## src/rtl/inert_spi_resp_if.sv

```systemverilog
// ============================================================================
// Module   : inert_spi_resp_if
// Brief    : Four-wire SPI bundle between the inertial master and responder.
// Revision : 1.0
// ============================================================================
`default_nettype none

interface inert_spi_resp_if;
    logic SS_n;
    logic SCLK;
    logic MOSI;
    logic MISO;

    modport master (output SS_n, output SCLK, output MOSI, input MISO);
    modport slave  (input SS_n, input SCLK, input MOSI, output MISO);
endinterface

`default_nettype wire

```

## src/rtl/inert_spi_resp.sv

```systemverilog
// ============================================================================
// Module   : inert_spi_resp
// Brief    : SPI mode-0 responder emulating the inertial sensor register map.
// Revision : 1.0
// ============================================================================
`default_nettype none

module inert_spi_resp #(
    parameter int          ODR_CYCLES   = 50000,
    parameter logic [7:0]  WHO_AM_I_VAL = 8'h6A
) (
    input  wire logic         clk,
    input  wire logic         rst_n,
    inert_spi_resp_if.slave   spi,
    output logic              INT,
    input  wire logic [47:0]  gyro,
    input  wire logic [47:0]  accel
);

    localparam int                CNT_W   = (ODR_CYCLES > 1) ? $clog2(ODR_CYCLES) : 1;
    localparam logic [CNT_W-1:0]  CNT_MAX = CNT_W'(ODR_CYCLES - 1);

    localparam logic [1:0] S_IDLE = 2'd0;
    localparam logic [1:0] S_CMD  = 2'd1;
    localparam logic [1:0] S_DATA = 2'd2;

    logic [1:0]        state_q, state_d;
    logic [2:0]        ss_sync_q, ss_sync_d;
    logic [2:0]        sclk_sync_q, sclk_sync_d;
    logic [1:0]        mosi_sync_q, mosi_sync_d;
    logic [4:0]        bit_cnt_q, bit_cnt_d;
    logic [7:0]        shift_q, shift_d;
    logic              rw_q, rw_d;
    logic [6:0]        addr_q, addr_d;
    logic [7:0]        tx_q, tx_d;
    logic              first_fall_q, first_fall_d;
    logic              miso_q, miso_d;
    logic [7:0]        int1_ctrl_q, int1_ctrl_d;
    logic [7:0]        ctrl1_xl_q, ctrl1_xl_d;
    logic [7:0]        ctrl2_g_q, ctrl2_g_d;
    logic [CNT_W-1:0]  odr_cnt_q, odr_cnt_d;
    logic              pend_q, pend_d;
    logic              latch_pulse_q, latch_pulse_d;
    logic [47:0]       gyro_reg_q, gyro_reg_d;
    logic [47:0]       accel_reg_q, accel_reg_d;
    logic              int_q, int_d;

    logic       ss_rise, ss_fall, sclk_rise, sclk_fall;
    logic [7:0] cmd_byte, rd_data;
    logic       commit, wr_en, rd_done, odr_run, tick, do_latch;

    assign ss_rise   =  ss_sync_q[1]   & ~ss_sync_q[2];
    assign ss_fall   = ~ss_sync_q[1]   &  ss_sync_q[2];
    assign sclk_rise =  sclk_sync_q[1] & ~sclk_sync_q[2];
    assign sclk_fall = ~sclk_sync_q[1] &  sclk_sync_q[2];
    assign cmd_byte  = {shift_q[6:0], mosi_sync_q[1]};

    assign commit   = ss_rise && (state_q == S_DATA) && (bit_cnt_q == 5'd16);
    assign wr_en    = commit && !rw_q;
    assign rd_done  = commit && rw_q;
    assign odr_run  = (ctrl2_g_q[7:4] != 4'd0);
    assign tick     = odr_run && (odr_cnt_q == CNT_MAX);
    assign do_latch = (tick || pend_q) && (state_q == S_IDLE);

    always_comb begin
        rd_data = 8'h00;
        case (cmd_byte[6:0])
            7'h0D:   rd_data = int1_ctrl_q;
            7'h0F:   rd_data = WHO_AM_I_VAL;
            7'h10:   rd_data = ctrl1_xl_q;
            7'h11:   rd_data = ctrl2_g_q;
            7'h22:   rd_data = gyro_reg_q[7:0];
            7'h23:   rd_data = gyro_reg_q[15:8];
            7'h24:   rd_data = gyro_reg_q[23:16];
            7'h25:   rd_data = gyro_reg_q[31:24];
            7'h26:   rd_data = gyro_reg_q[39:32];
            7'h27:   rd_data = gyro_reg_q[47:40];
            7'h28:   rd_data = accel_reg_q[7:0];
            7'h29:   rd_data = accel_reg_q[15:8];
            7'h2A:   rd_data = accel_reg_q[23:16];
            7'h2B:   rd_data = accel_reg_q[31:24];
            7'h2C:   rd_data = accel_reg_q[39:32];
            7'h2D:   rd_data = accel_reg_q[47:40];
            default: rd_data = 8'h00;
        endcase
    end

    always_ff @(posedge clk or negedge rst_n) begin
        if (!rst_n) state_q <= S_IDLE;
        else        state_q <= state_d;
    end

    always_comb begin
        state_d = state_q;
        if (ss_rise) begin
            state_d = S_IDLE;
        end else begin
            case (state_q)
                S_IDLE:  if (ss_fall) state_d = S_CMD;
                S_CMD:   if (sclk_rise && bit_cnt_q == 5'd7) state_d = S_DATA;
                S_DATA:  state_d = S_DATA;
                default: state_d = S_IDLE;
            endcase
        end
    end

    always_comb begin
        ss_sync_d     = {ss_sync_q[1:0], spi.SS_n};
        sclk_sync_d   = {sclk_sync_q[1:0], spi.SCLK};
        mosi_sync_d   = {mosi_sync_q[0], spi.MOSI};
        bit_cnt_d     = bit_cnt_q;
        shift_d       = shift_q;
        rw_d          = rw_q;
        addr_d        = addr_q;
        tx_d          = tx_q;
        first_fall_d  = first_fall_q;
        miso_d        = miso_q;
        int1_ctrl_d   = int1_ctrl_q;
        ctrl1_xl_d    = ctrl1_xl_q;
        ctrl2_g_d     = ctrl2_g_q;
        int_d         = int_q;

        case (state_q)
            S_IDLE: if (ss_fall) begin
                bit_cnt_d    = 5'd0;
                shift_d      = 8'h00;
                first_fall_d = 1'b1;
            end
            S_CMD: if (sclk_rise) begin
                shift_d   = cmd_byte;
                bit_cnt_d = bit_cnt_q + 5'd1;
                if (bit_cnt_q == 5'd7) begin
                    rw_d   = cmd_byte[7];
                    addr_d = cmd_byte[6:0];
                    tx_d   = cmd_byte[7] ? rd_data : 8'h00;
                end
            end
            S_DATA: begin
                if (sclk_rise) begin
                    shift_d = cmd_byte;
                    // Saturate so an over-long frame can never wrap back to 16.
                    if (bit_cnt_q != 5'd31) bit_cnt_d = bit_cnt_q + 5'd1;
                end
                if (sclk_fall && rw_q) begin
                    if (first_fall_q) begin
                        miso_d       = tx_q[7];
                        first_fall_d = 1'b0;
                    end else begin
                        tx_d   = {tx_q[6:0], 1'b0};
                        miso_d = tx_q[6];
                    end
                end
            end
            default: ;
        endcase
        if (ss_rise || state_q != S_DATA) miso_d = 1'b1;

        if (wr_en) begin
            case (addr_q)
                7'h0D:   int1_ctrl_d = shift_q;
                7'h10:   ctrl1_xl_d  = shift_q;
                7'h11:   ctrl2_g_d   = shift_q;
                default: ;
            endcase
        end

        if (!odr_run || tick) odr_cnt_d = '0;
        else                  odr_cnt_d = odr_cnt_q + CNT_W'(1);
        if (wr_en && addr_q == 7'h11 && shift_q[7:4] == 4'd0) odr_cnt_d = '0;

        // A tick during a frame is parked until IDLE so multi-byte reads never tear.
        pend_d = pend_q;
        if (do_latch)  pend_d = 1'b0;
        else if (tick) pend_d = 1'b1;
        latch_pulse_d = do_latch;
        gyro_reg_d    = do_latch ? gyro  : gyro_reg_q;
        accel_reg_d   = do_latch ? accel : accel_reg_q;

        if (rd_done && addr_q >= 7'h22 && addr_q <= 7'h27) int_d = 1'b0;
        if (wr_en && addr_q == 7'h0D && !shift_q[1])       int_d = 1'b0;
        if (latch_pulse_q && int1_ctrl_q[1])               int_d = 1'b1;
    end

    // Sync chains reset low so a release with SS_n held low does not look like a fall.
    always_ff @(posedge clk or negedge rst_n) begin
        if (!rst_n) begin
            ss_sync_q     <= 3'b000;
            sclk_sync_q   <= 3'b000;
            mosi_sync_q   <= 2'b00;
            bit_cnt_q     <= 5'd0;
            shift_q       <= 8'h00;
            rw_q          <= 1'b0;
            addr_q        <= 7'h00;
            tx_q          <= 8'h00;
            first_fall_q  <= 1'b0;
            miso_q        <= 1'b1;
            int1_ctrl_q   <= 8'h00;
            ctrl1_xl_q    <= 8'h00;
            ctrl2_g_q     <= 8'h00;
            odr_cnt_q     <= '0;
            pend_q        <= 1'b0;
            latch_pulse_q <= 1'b0;
            gyro_reg_q    <= 48'h0;
            accel_reg_q   <= 48'h0;
            int_q         <= 1'b0;
        end else begin
            ss_sync_q     <= ss_sync_d;
            sclk_sync_q   <= sclk_sync_d;
            mosi_sync_q   <= mosi_sync_d;
            bit_cnt_q     <= bit_cnt_d;
            shift_q       <= shift_d;
            rw_q          <= rw_d;
            addr_q        <= addr_d;
            tx_q          <= tx_d;
            first_fall_q  <= first_fall_d;
            miso_q        <= miso_d;
            int1_ctrl_q   <= int1_ctrl_d;
            ctrl1_xl_q    <= ctrl1_xl_d;
            ctrl2_g_q     <= ctrl2_g_d;
            odr_cnt_q     <= odr_cnt_d;
            pend_q        <= pend_d;
            latch_pulse_q <= latch_pulse_d;
            gyro_reg_q    <= gyro_reg_d;
            accel_reg_q   <= accel_reg_d;
            int_q         <= int_d;
        end
    end

    assign spi.MISO = miso_q;
    assign INT      = int_q;

endmodule

`default_nettype wire

```

## src/flat_wrapper.sv

```systemverilog
// flat-port wrapper written by rule: the top's interface ports become plain ports
module inert_spi_resp_flat 
#(
    parameter int          ODR_CYCLES   = 50000,
    parameter logic [7:0]  WHO_AM_I_VAL = 8'h6A
)
  (clk, rst_n, INT, gyro, accel, spi_SS_n, spi_SCLK, spi_MOSI, spi_MISO);
  inert_spi_resp_if spi_i ();
  input  wire logic clk;
  input  wire logic rst_n;
  output logic INT;
  input  wire logic [47:0] gyro;
  input  wire logic [47:0] accel;
  input wire logic [$bits(spi_i.SS_n)-1:0] spi_SS_n;
  input wire logic [$bits(spi_i.SCLK)-1:0] spi_SCLK;
  input wire logic [$bits(spi_i.MOSI)-1:0] spi_MOSI;
  output wire logic [$bits(spi_i.MISO)-1:0] spi_MISO;
  assign spi_i.SS_n = spi_SS_n;
  assign spi_i.SCLK = spi_SCLK;
  assign spi_i.MOSI = spi_MOSI;
  assign spi_MISO = spi_i.MISO;
  inert_spi_resp #(.ODR_CYCLES(ODR_CYCLES), .WHO_AM_I_VAL(WHO_AM_I_VAL)) u_core (.clk(clk), .rst_n(rst_n), .spi(spi_i), .INT(INT), .gyro(gyro), .accel(accel));
endmodule
```

## config.mk

```make
export PLATFORM = sky130hd
export DESIGN_NAME = inert_spi_resp_flat
export DESIGN_NICKNAME = d
export VERILOG_FILES = /design/src/rtl/inert_spi_resp_if.sv /design/src/rtl/inert_spi_resp.sv /design/src/flat_wrapper.sv
export SDC_FILE = /design/constraint.sdc
export NUM_CORES = 1
export LEC_CHECK = 0
export CORE_ASPECT_RATIO = 0.9
export CORE_MARGIN = 3
export CORE_UTILIZATION = 27
export DETAILED_ROUTE_END_ITERATION = 8
export GPL_TIMING_DRIVEN = 0
export SYNTH_ARGS = -nofsm -noshare
export SYNTH_HDL_FRONTEND = slang
export SYNTH_SLANG_ARGS = --single-unit
```

## constraint.sdc

```tcl
create_clock -name clk -period 4.29 [get_ports clk]
set_input_delay 0.858 -clock clk [delete_from_list [all_inputs] [get_ports clk]]
set_output_delay 0.858 -clock clk [all_outputs]
set_load 0.03 [all_outputs]
```

# Yosys cells after proc, flatten, opt, wreduce, memory -nomap -nowiden
# Index checks and enable logic that the tools add are counted.
[word_totals]
register_bits = 180
latchBits = 0
ramBits = 0
mem_bits_ro = 0
input_bits = 101
out_inout_bits = 2
elab_cells = 144
mem_count = 0
[classes]
addsub = 2
mul = 0
n_div = 0
order_cmp = 2
eq_ne = 36
shifts = 0
muxes = 33
n_bitwise = 8
n_reduce_logical = 43
[ops]
columns = ["op", "count"]
rows = [
  ["$pmux W8 S16", 1],
  ["$eq A7 B6 Y1 const B", 12],
  ["$mux W8", 7],
  ["$mux W16", 2],
  ["$pmux W8 S2", 2],
  ["$eq A7 B5 Y1 const B", 4],
  ["$eq A7 B4 Y1 const B", 3],
  ["$mux W5", 4],
  ["$add A16 B1 Y16 const B", 1],
  ["$eq A16 B16 Y1 const B", 1],
  ["$logic_and A1 B1 Y1", 15],
  ["$pmux W5 S3", 1],
  ["$reduce_bool A2 Y1", 6],
  ["$mux W1", 11],
  ["$ne A2 B1 Y1 const B", 5],
  ["$reduce_and A2 Y1", 5],
  ["$reduce_and A5 Y1", 2],
  ["$reduce_and A3 Y1", 3],
  ["$ne A2 B2 Y1 const B", 4],
  ["$ge A7 B6 Y1 const B", 1],
  ["$le A7 B6 Y1 const B", 1],
  ["$mux W2", 3],
  ["$ne A3 B1 Y1 const B", 2],
  ["$pmux W2 S3", 1],
  ["16 further kinds", 27],
]

# Longest topological paths before layout
# Gate-level depths: netlist (run 1).
[logic_depth]
depth_word = 10
mapped_depth = 9
ltp_nobuf = 7

# Worst setup path before layout (run 1)
# Ideal clock, no wire load.
[synth_timing]
path_kind = "reg2reg"
startpoint = "register u_core.state_q[0]"
endpoint = "register u_core.odr_cnt_q[10]"
setup_ns = 0.121
t_arrival_ns = 1.966
required_time_ns = 4.169
slack_ns = 2.202
stages_incl_launch_ff = 9
n_path_buf = 1
period_less_slack_ns = 2.088
path_cell_list = "dfrtp_1 inv_1 ha_1 and4bb_2 nand4_1 or2_2 o211ai_1 buf_2 nor2_1"
[synth_via]
elab_chain_len = 7
[synth_rtl]
columns = ["element", "line_no", "text"]
rows = [
  ["from (decl)", "inert_spi_resp.sv:27", "logic [1:0] state_q, state_d;"],
  ["from (signal assigned)", "inert_spi_resp.sv:90", "else state_q <= state_d;"],
  ["$eq A2 B2 Y1", "inert_spi_resp.sv:58", "assign commit = ss_rise && (state_q == S_DATA) && (bit_cnt_q == 5'd16);"],
  ["$logic_and A1 B1 Y1 (2 in a row)", "inert_spi_resp.sv:58", ""],
  ["$logic_and A1 B1 Y1", "inert_spi_resp.sv:59", "assign wr_en = commit && !rw_q;"],
  ["$logic_and A1 B1 Y1 (2 in a row)", "inert_spi_resp.sv:169", "if (wr_en && addr_q == 7'h11 && shift_q[7:4] == 4'd0) odr_cnt_d = '0;"],
  ["$mux W16", "inert_spi_resp.sv:169", ""],
  ["named net u_core.odr_cnt_d[10]", "inert_spi_resp.sv:41", "logic [CNT_W-1:0] odr_cnt_q, odr_cnt_d;"],
  ["to (signal assigned)", "inert_spi_resp.sv:220", "odr_cnt_q <= odr_cnt_d;"],
  ["to (decl)", "inert_spi_resp.sv:41", ""],
]
# The timed path passes the listed nets, and every way through them passes these cells.
# A chain may end at the register's enable or synchronous reset.

# Final worst setup path (run 1)
[layout_timing]
startpoint = "register u_core.shift_q[0]"
endpoint = "register u_core.tx_q[3]"
[layout_via]
elab_chain_len = 6
word_cells_on_any_way = 21
classes_between = "eq/ne (16); mux (5)"
[layout_rtl]
columns = ["element", "line_no", "text"]
rows = [
  ["from (decl)", "inert_spi_resp.sv:32", "logic [7:0] shift_q, shift_d;"],
  ["from (signal assigned)", "inert_spi_resp.sv:211", "shift_q <= shift_d;"],
  ["$eq A7 B6 Y1, or another cell as far along", "inert_spi_resp.sv:67", "case (cmd_byte[6:0])"],
  ["$pmux W8 S16 (*)", "inert_spi_resp.sv:67", ""],
  ["$mux W8 (*)", "inert_spi_resp.sv:135", "tx_d = cmd_byte[7] ? rd_data : 8'h00;"],
  ["$mux W8 (*)", "inert_spi_resp.sv:132", "if (bit_cnt_q == 5'd7) begin"],
  ["$mux W8 (*)", "inert_spi_resp.sv:129", "S_CMD: if (sclk_rise) begin"],
  ["$pmux W8 S2 (*)", "inert_spi_resp.sv:123", "case (state_q)"],
  ["to (signal assigned)", "inert_spi_resp.sv:214", "tx_q <= tx_d;"],
  ["to (decl)", "inert_spi_resp.sv:35", "logic [7:0] tx_q, tx_d;"],
]
# Mark *: on every way between the ends. The rest lies on a longest branch, timed or not. The select of a mux whose other input is x is not followed.

==> results of run 1 <==
sequential cells by signal (all words and copies together), names as in the netlist, 3 cells and up:
signal,flops
u_core.tx_q,8
u_core.int1_ctrl_q,8
u_core.shift_q,8
u_core.ss_sync_q,3
u_core.bit_cnt_q,5
u_core.ctrl1_xl_q,8
u_core.accel_reg_q,48
u_core.ctrl2_g_q,8
u_core.sclk_sync_q,3
u_core.odr_cnt_q,16
u_core.gyro_reg_q,48
u_core.addr_q,7
routing by layer:
layer	part of all wire	GRT usage
met1	0.47	0.203
met2	0.45	0.224
met3	0.060	0.0324
met4	0.023	0.0469
met5	0	0
cell type report:
cell class	count	area share
clock inverter	14	0.0111
inverter	19	0.00654
tap	409	0.0470
clock buffer	18	0.0403
sequential	180	0.413
buffer	46	0.0208
multi-input combinational	507	0.364
timing repair buffer	103	0.0967
worst paths after layout:
kind / from / end / slack, ps
min reg2reg: u_core.ss_sync_q[0] / u_core.ss_sync_q[1] / 350
min: u_core.ss_sync_q[0] / u_core.ss_sync_q[1] / 350
max reg2reg: u_core.shift_q[0] / u_core.tx_q[3] / 1180
max: u_core.shift_q[0] / u_core.tx_q[3] / 1180
min in group asynchronous: rst_n / u_core.gyro_reg_q[12] / 390
max in group asynchronous: rst_n / u_core.bit_cnt_q[0] / 2980
critical path: cells and delay by family (launching register included):
family	cells	cell delay, ps
AOI/OAI and AO/OA	3	1200
buffers and inverters	3	1110
DFF	1	330
muxes	1	300
synth_stat cells (16+ instances only):
| master | n | area (µm²) |
|---|---|---|
| mux2_2 | 107 | 1200 |
| mux2_4 | 29 | 435 |
| nor2_1 | 39 | 146 |
| inv_1 | 18 | 67.6 |
| a21oi_1 | 16 | 80.1 |
| buf_2 | 19 | 95.1 |
| nand3_1 | 38 | 190 |
| o21ai_0 | 36 | 180 |
| nand2_1 | 52 | 195 |
| dfrtp_1 | 179 | 4480 |
| mux2i_1 | 18 | 180 |
| clkbuf_1 | 20 | 75.1 |
cells by family after synthesis:
group                      count (synthesis)
xor gates and xnor gates                  14
buffers and inverters                     65
AOI/OAI and AO/OA                        107
adders and majority gates                  8
DFF                                      180
muxes                                    155
and+or+nand+nor                          223
metrics by stage:
| step | setup WS [ps] | util |
|---|---|---|
| 3_3_place_gp | -5280 | 0.328 |
| 5_1_grt | 1050 | 0.347 |
| 6_report | 1180 | 0.347 |
| 4_1_cts | 1300 | 0.347 |
| 2_1_floorplan | 2200 | - |
| 3_5_place_dp | 1300 | 0.329 |
report_power, final:
part	internal [mW]	switching, mW
clock	0.775	0.737
combinational	0.394	0.659
sequential	1.80	0.0745
total	2.97	1.47
==> impl_metrics.ini, run 1 <==
[outcome]
status = finished, final reports clean

[worst_hold_path]
min_path_cells = 0
hold_class = flip-flop to flip-flop

[critical_path]
critPathKind = flip-flop to flip-flop
critPathRequiredTime_ps = 4560
cp.arrival_ps = 3370
cp_max_fo = 10
slowest_delay_ps = 890
start_kind = flip-flop
crit_slowest_cell = a2111oi_0
crit_chain = buf_2, clkbuf_1, buf_2, mux2i_1, o32ai_1, a2111oi_0, o221ai_1
path_common_cell = buf_2
reg2reg_depth = 7
end_kind = flip-flop

[synthesis]
syn_area_mm2 = 0.00877
yosysSeqAreaShare = 0.514
syn_avg_cell_area_um2 = 11.7
synth_simple_gate_area_frac = 0.137
async_reset_ff_frac = 1.00
synthXorXnorAreaFrac = 0.0140
synth_warnings = 0
synth_edf_count = 0
synth_compound_area_frac = 0.0800
synthMuxAreaShare = 0.210
synth_top_flop_cell = dfrtp_1
synth-seq-cells = 180
synthAdderAreaFrac = 0.0114
synth_top_family_by_area = multiplexers
synth_fp_nets = 861
synth.distinct_cells = 68
synthCells = 752

[clock_tree]
postCtsSetupRepairBufs = 0
cts_root_buf = clkbuf_16
clock_latency_ps = 440
cts_buffers = 17
hold_buffers = 0
path_clk_slew_ps = 70
cts.sinks = 180
cts_buffer_depth = 2
cts_resized = 0
cts_max_level = 4
cts_tree = done

[cells_and_area]
nets = 983
fill_cells = 3160
antenna_cells = 0
multi_input_area_mm2 = 0.00397
area_growth_pct = 24.2
final_cell_mix = dfrtp_1, mux2_2, clkdlybuf4s50_1
drive_gt1_frac = 0.233
stdcell_area_mm2 = 0.0109
final_common_cell = dfrtp_1
regArea_mm2 = 0.00451
fin_cells = 1296

[timing]
setup_violations = 0
setup_tns_ps = 0
worst_slew_pin_slew_ps = 1240
finalHoldViolCount = 0
rsz0062_at_grt = no
period_share = 0.724
hold_slack_ps = 349
drv_slew = 0
fin_skew_ps = 11.2
timing.slew.headroom = 0.163
post-route-min-period_ps = 3110
fmax_mhz = 322

[placement]
place_area_mm2 = 0.0103
dp_hpwl_um = 18500
dpl.cell_count = 1264
io_buffers = 102
place_congestion = 0.941

[global_route]
grt_max_degree = 101
grt_overflow = 0
grt_pass1_wl_um = 38800
grt_pass1_vias = 6533
antenna_found_initial = 0
grtUsageTotal = 0.145

[die]
pin_count = 103
rows = 61
die_area_mm2 = 0.0347
die_h_um = 177
dieWidth_um = 196
start_util = 0.279
core-area_mm2 = 0.0314

[route]
drt-initial-drc-count = 424
routedWlPerCell_um = 19.3
postRouteAntennaNets = 0
drt_pre_antenna_iters = 5
vias = 6491
drc_errors = 0
avgViaCountPerCell = 5.01
wirelength_um = 25000

[job]
cap_violations = 0

[power]
max-vdd-ir-drop_v = 0.000288
power_leakage_nw = 4.51
p_per_area_mw_per_mm2 = 407
finalPower_mw = 4.44
(Power assumes the default switching activity.)
==> run 2: changes to the inputs <==
==> constraint.sdc (replaced) <==
create_clock -name clk -period 2.85 [get_ports clk]
set_input_delay 0.57 -clock clk [delete_from_list [all_inputs] [get_ports clk]]
set_output_delay 0.57 -clock clk [all_outputs]
set_load 0.03 [all_outputs]
==> run 2 against run 1 <==
  * Clock power up 51%
  * Flip-flop and latch count unchanged
  * Hold slack worse by 240 ps
  * Clock skew up 1.5 ps
  * Global-route usage about the same
  * Cell area up 0.14%
  * Clock-buffer cell count unchanged
  * Combinational power up 51%
  * Largest power group unchanged
  * Highest routed layer unchanged
  * Cell count unchanged
==> impl_metrics.ini, run 2 (synthesis gave the netlist of run 1 again) <==
[critical_path]
start_kind = flip-flop
crit_slowest_cell = a2111oi_0
rrSetupSlack_ps = 3
critPathKind = flip-flop to flip-flop
end_kind = flip-flop
critPathRequiredTime_ps = 3110
reg2reg_depth = 7
rr_startpoint = u_core.shift_q[0]
cp_max_fo = 10
slowest_delay_ps = 710
crit_chain = buf_2, clkbuf_1, mux4_2, a32oi_1, nor2_1, a2111oi_0, o221ai_1
r2r-end = u_core.tx_q[5]
cp.arrival_ps = 3110

[power]
p_clk_frac = 0.340
combPwrFrac = 0.237
p_seq_frac = 0.422
power_leakage_nw = 4.52
p_switching_mw = 2.21
p_per_area_mw_per_mm2 = 612
max-vdd-ir-drop_v = 0.000434
power.internal_mw = 4.47
finalPower_mw = 6.68
swShare = 0.331

[timing]
drv_slew = 0
finalHoldViolCount = 0
period_share = 0.999
rsz0062_at_grt = no
worst_slew_pin_slew_ps = 1200
timing.slew.headroom = 0.189
fmax_mhz = 351
setup_tns_ps = 0
fin_skew_ps = 12.7
post-route-min-period_ps = 2850
setup_violations = 0

[cells_and_area]
nets = 983
antenna_cells = 0
post-route-util = 0.347
drive_gt1_frac = 0.238
final_cell_mix = dfrtp_1, mux2_2, clkdlybuf4s50_1
area_growth_pct = 24.4
reg_top3 = u_core.accel_reg_q (48), u_core.gyro_reg_q (48), u_core.odr_cnt_q (16)
final_common_cell = dfrtp_1

[die]
die_h_um = 177
rows = 61
die_area_mm2 = 0.0347
start_util = 0.279
dieWidth_um = 196
core-area_mm2 = 0.0314
pin_count = 103

[route]
drc_errors = 0
avgViaCountPerCell = 4.98
vias = 6451
postRouteAntennaNets = 0
drt_pre_antenna_iters = 5
drt-initial-drc-count = 438
wirelength_um = 25000
routedWlPerCell_um = 19.3

[global_route]
grt_pass1_vias = 6515
grt_pass1_wl_um = 38800
grt_max_degree = 101
grt_overflow = 0
antenna_found_initial = 0
grtUsageTotal = 0.145

[outcome]
status = finished, final reports clean

[worst_hold_path]
hold_class = input pin to asynchronous set/reset pin

[placement]
place_congestion = 0.941
dp_hpwl_um = 18500
io_buffers = 102

[clock_tree]
cts_buffers = 17
hold_buffers = 0
cts_tree = done
cts_root_buf = clkbuf_16
path_clk_slew_ps = 70
postCtsSetupRepairBufs = 0
clock_latency_ps = 440
cts_buffer_depth = 2
cts.sinks = 180
cts_max_level = 4

[job]
cap_violations = 0
[run 2: cell count changes in the layout (fill, tap and decap cells not counted)]
cell and change:
buf_1 -2, buf_2 +2, a2111oi_2 +1, nor4_1 -1
nor4_2 +1, a2111oi_0 -1
[run 2: repair_timing]
action,4_1_cts,5_1_grt
pin swaps,0,0
setup endpoints to repair,3,2
resized for setup,3,2
[run 2: worst max-delay path by stage]
stage | from | end | slack, ps
detailed placement | u_core.shift_q[0] | u_core.tx_q[3] | -140
finish | u_core.shift_q[0] | u_core.tx_q[5] | 3
floorplan | u_core.state_q[0] | u_core.odr_cnt_q[10] | 760
CTS | u_core.shift_q[0] | u_core.tx_q[3] | 3
global placement | rst_n | u_core.odr_cnt_q[8] | -6430
global route | u_core.shift_q[0] | u_core.tx_q[5] | 20
[run 2: metrics by stage]
stage	instance area [µm²]	hold slack (ps)	worst slack, ps	instances
after global routing	10900	137	21.2	1296
after global placement	10300	334	-6430	1263
final	10900	105	3.15	1296
after floorplan	8770	274	762	752
after CTS	10900	139	2.87	1296
after detailed placement	10300	335	-136	1264
[run 2: final cells by class]
type	count	area, µm²
multi-input combinational	507	3980
tap	409	512
sequential	180	4510
clock buffer	18	439
timing repair buffer	103	1050
fill	3159	20500
clock inverter	14	121
buffer	46	229
inverter	19	71.3
[run 2: routing by layer]
layer / routed length [µm] / GRT usage / vias to the layer above
met5: 0 / 0 / -
met4: 505 / 0.0443 / 0
met3: 1390 / 0.0310 / 34
met2: 11400 / 0.225 / 238
met1: 11700 / 0.204 / 3199
li1: - / - / 2980
[run 2: worst max-delay path: cells and delay by family, from the launching register on]
family	cells	cell delay, ps
flip-flops	1	330
multiplexers	1	420
AND/OR/NAND/NOR	1	60
AO/OA/AOI/OAI	3	1150
buffers and inverters	2	720
[run 2: power groups by stage]
| stage | clock network [mW] | logic, mW | registers, mW |
|---|---|---|---|
| after floorplan | 0 | 0.966 | 2.83 |
| after global placement | 0 | 1.55 | 2.87 |
| after detailed placement | 0 | 1.56 | 2.87 |
| after CTS | 2.32 | 1.58 | 2.82 |
| after global routing | 2.44 | 1.72 | 2.84 |
| final | 2.28 | 1.59 | 2.82 |
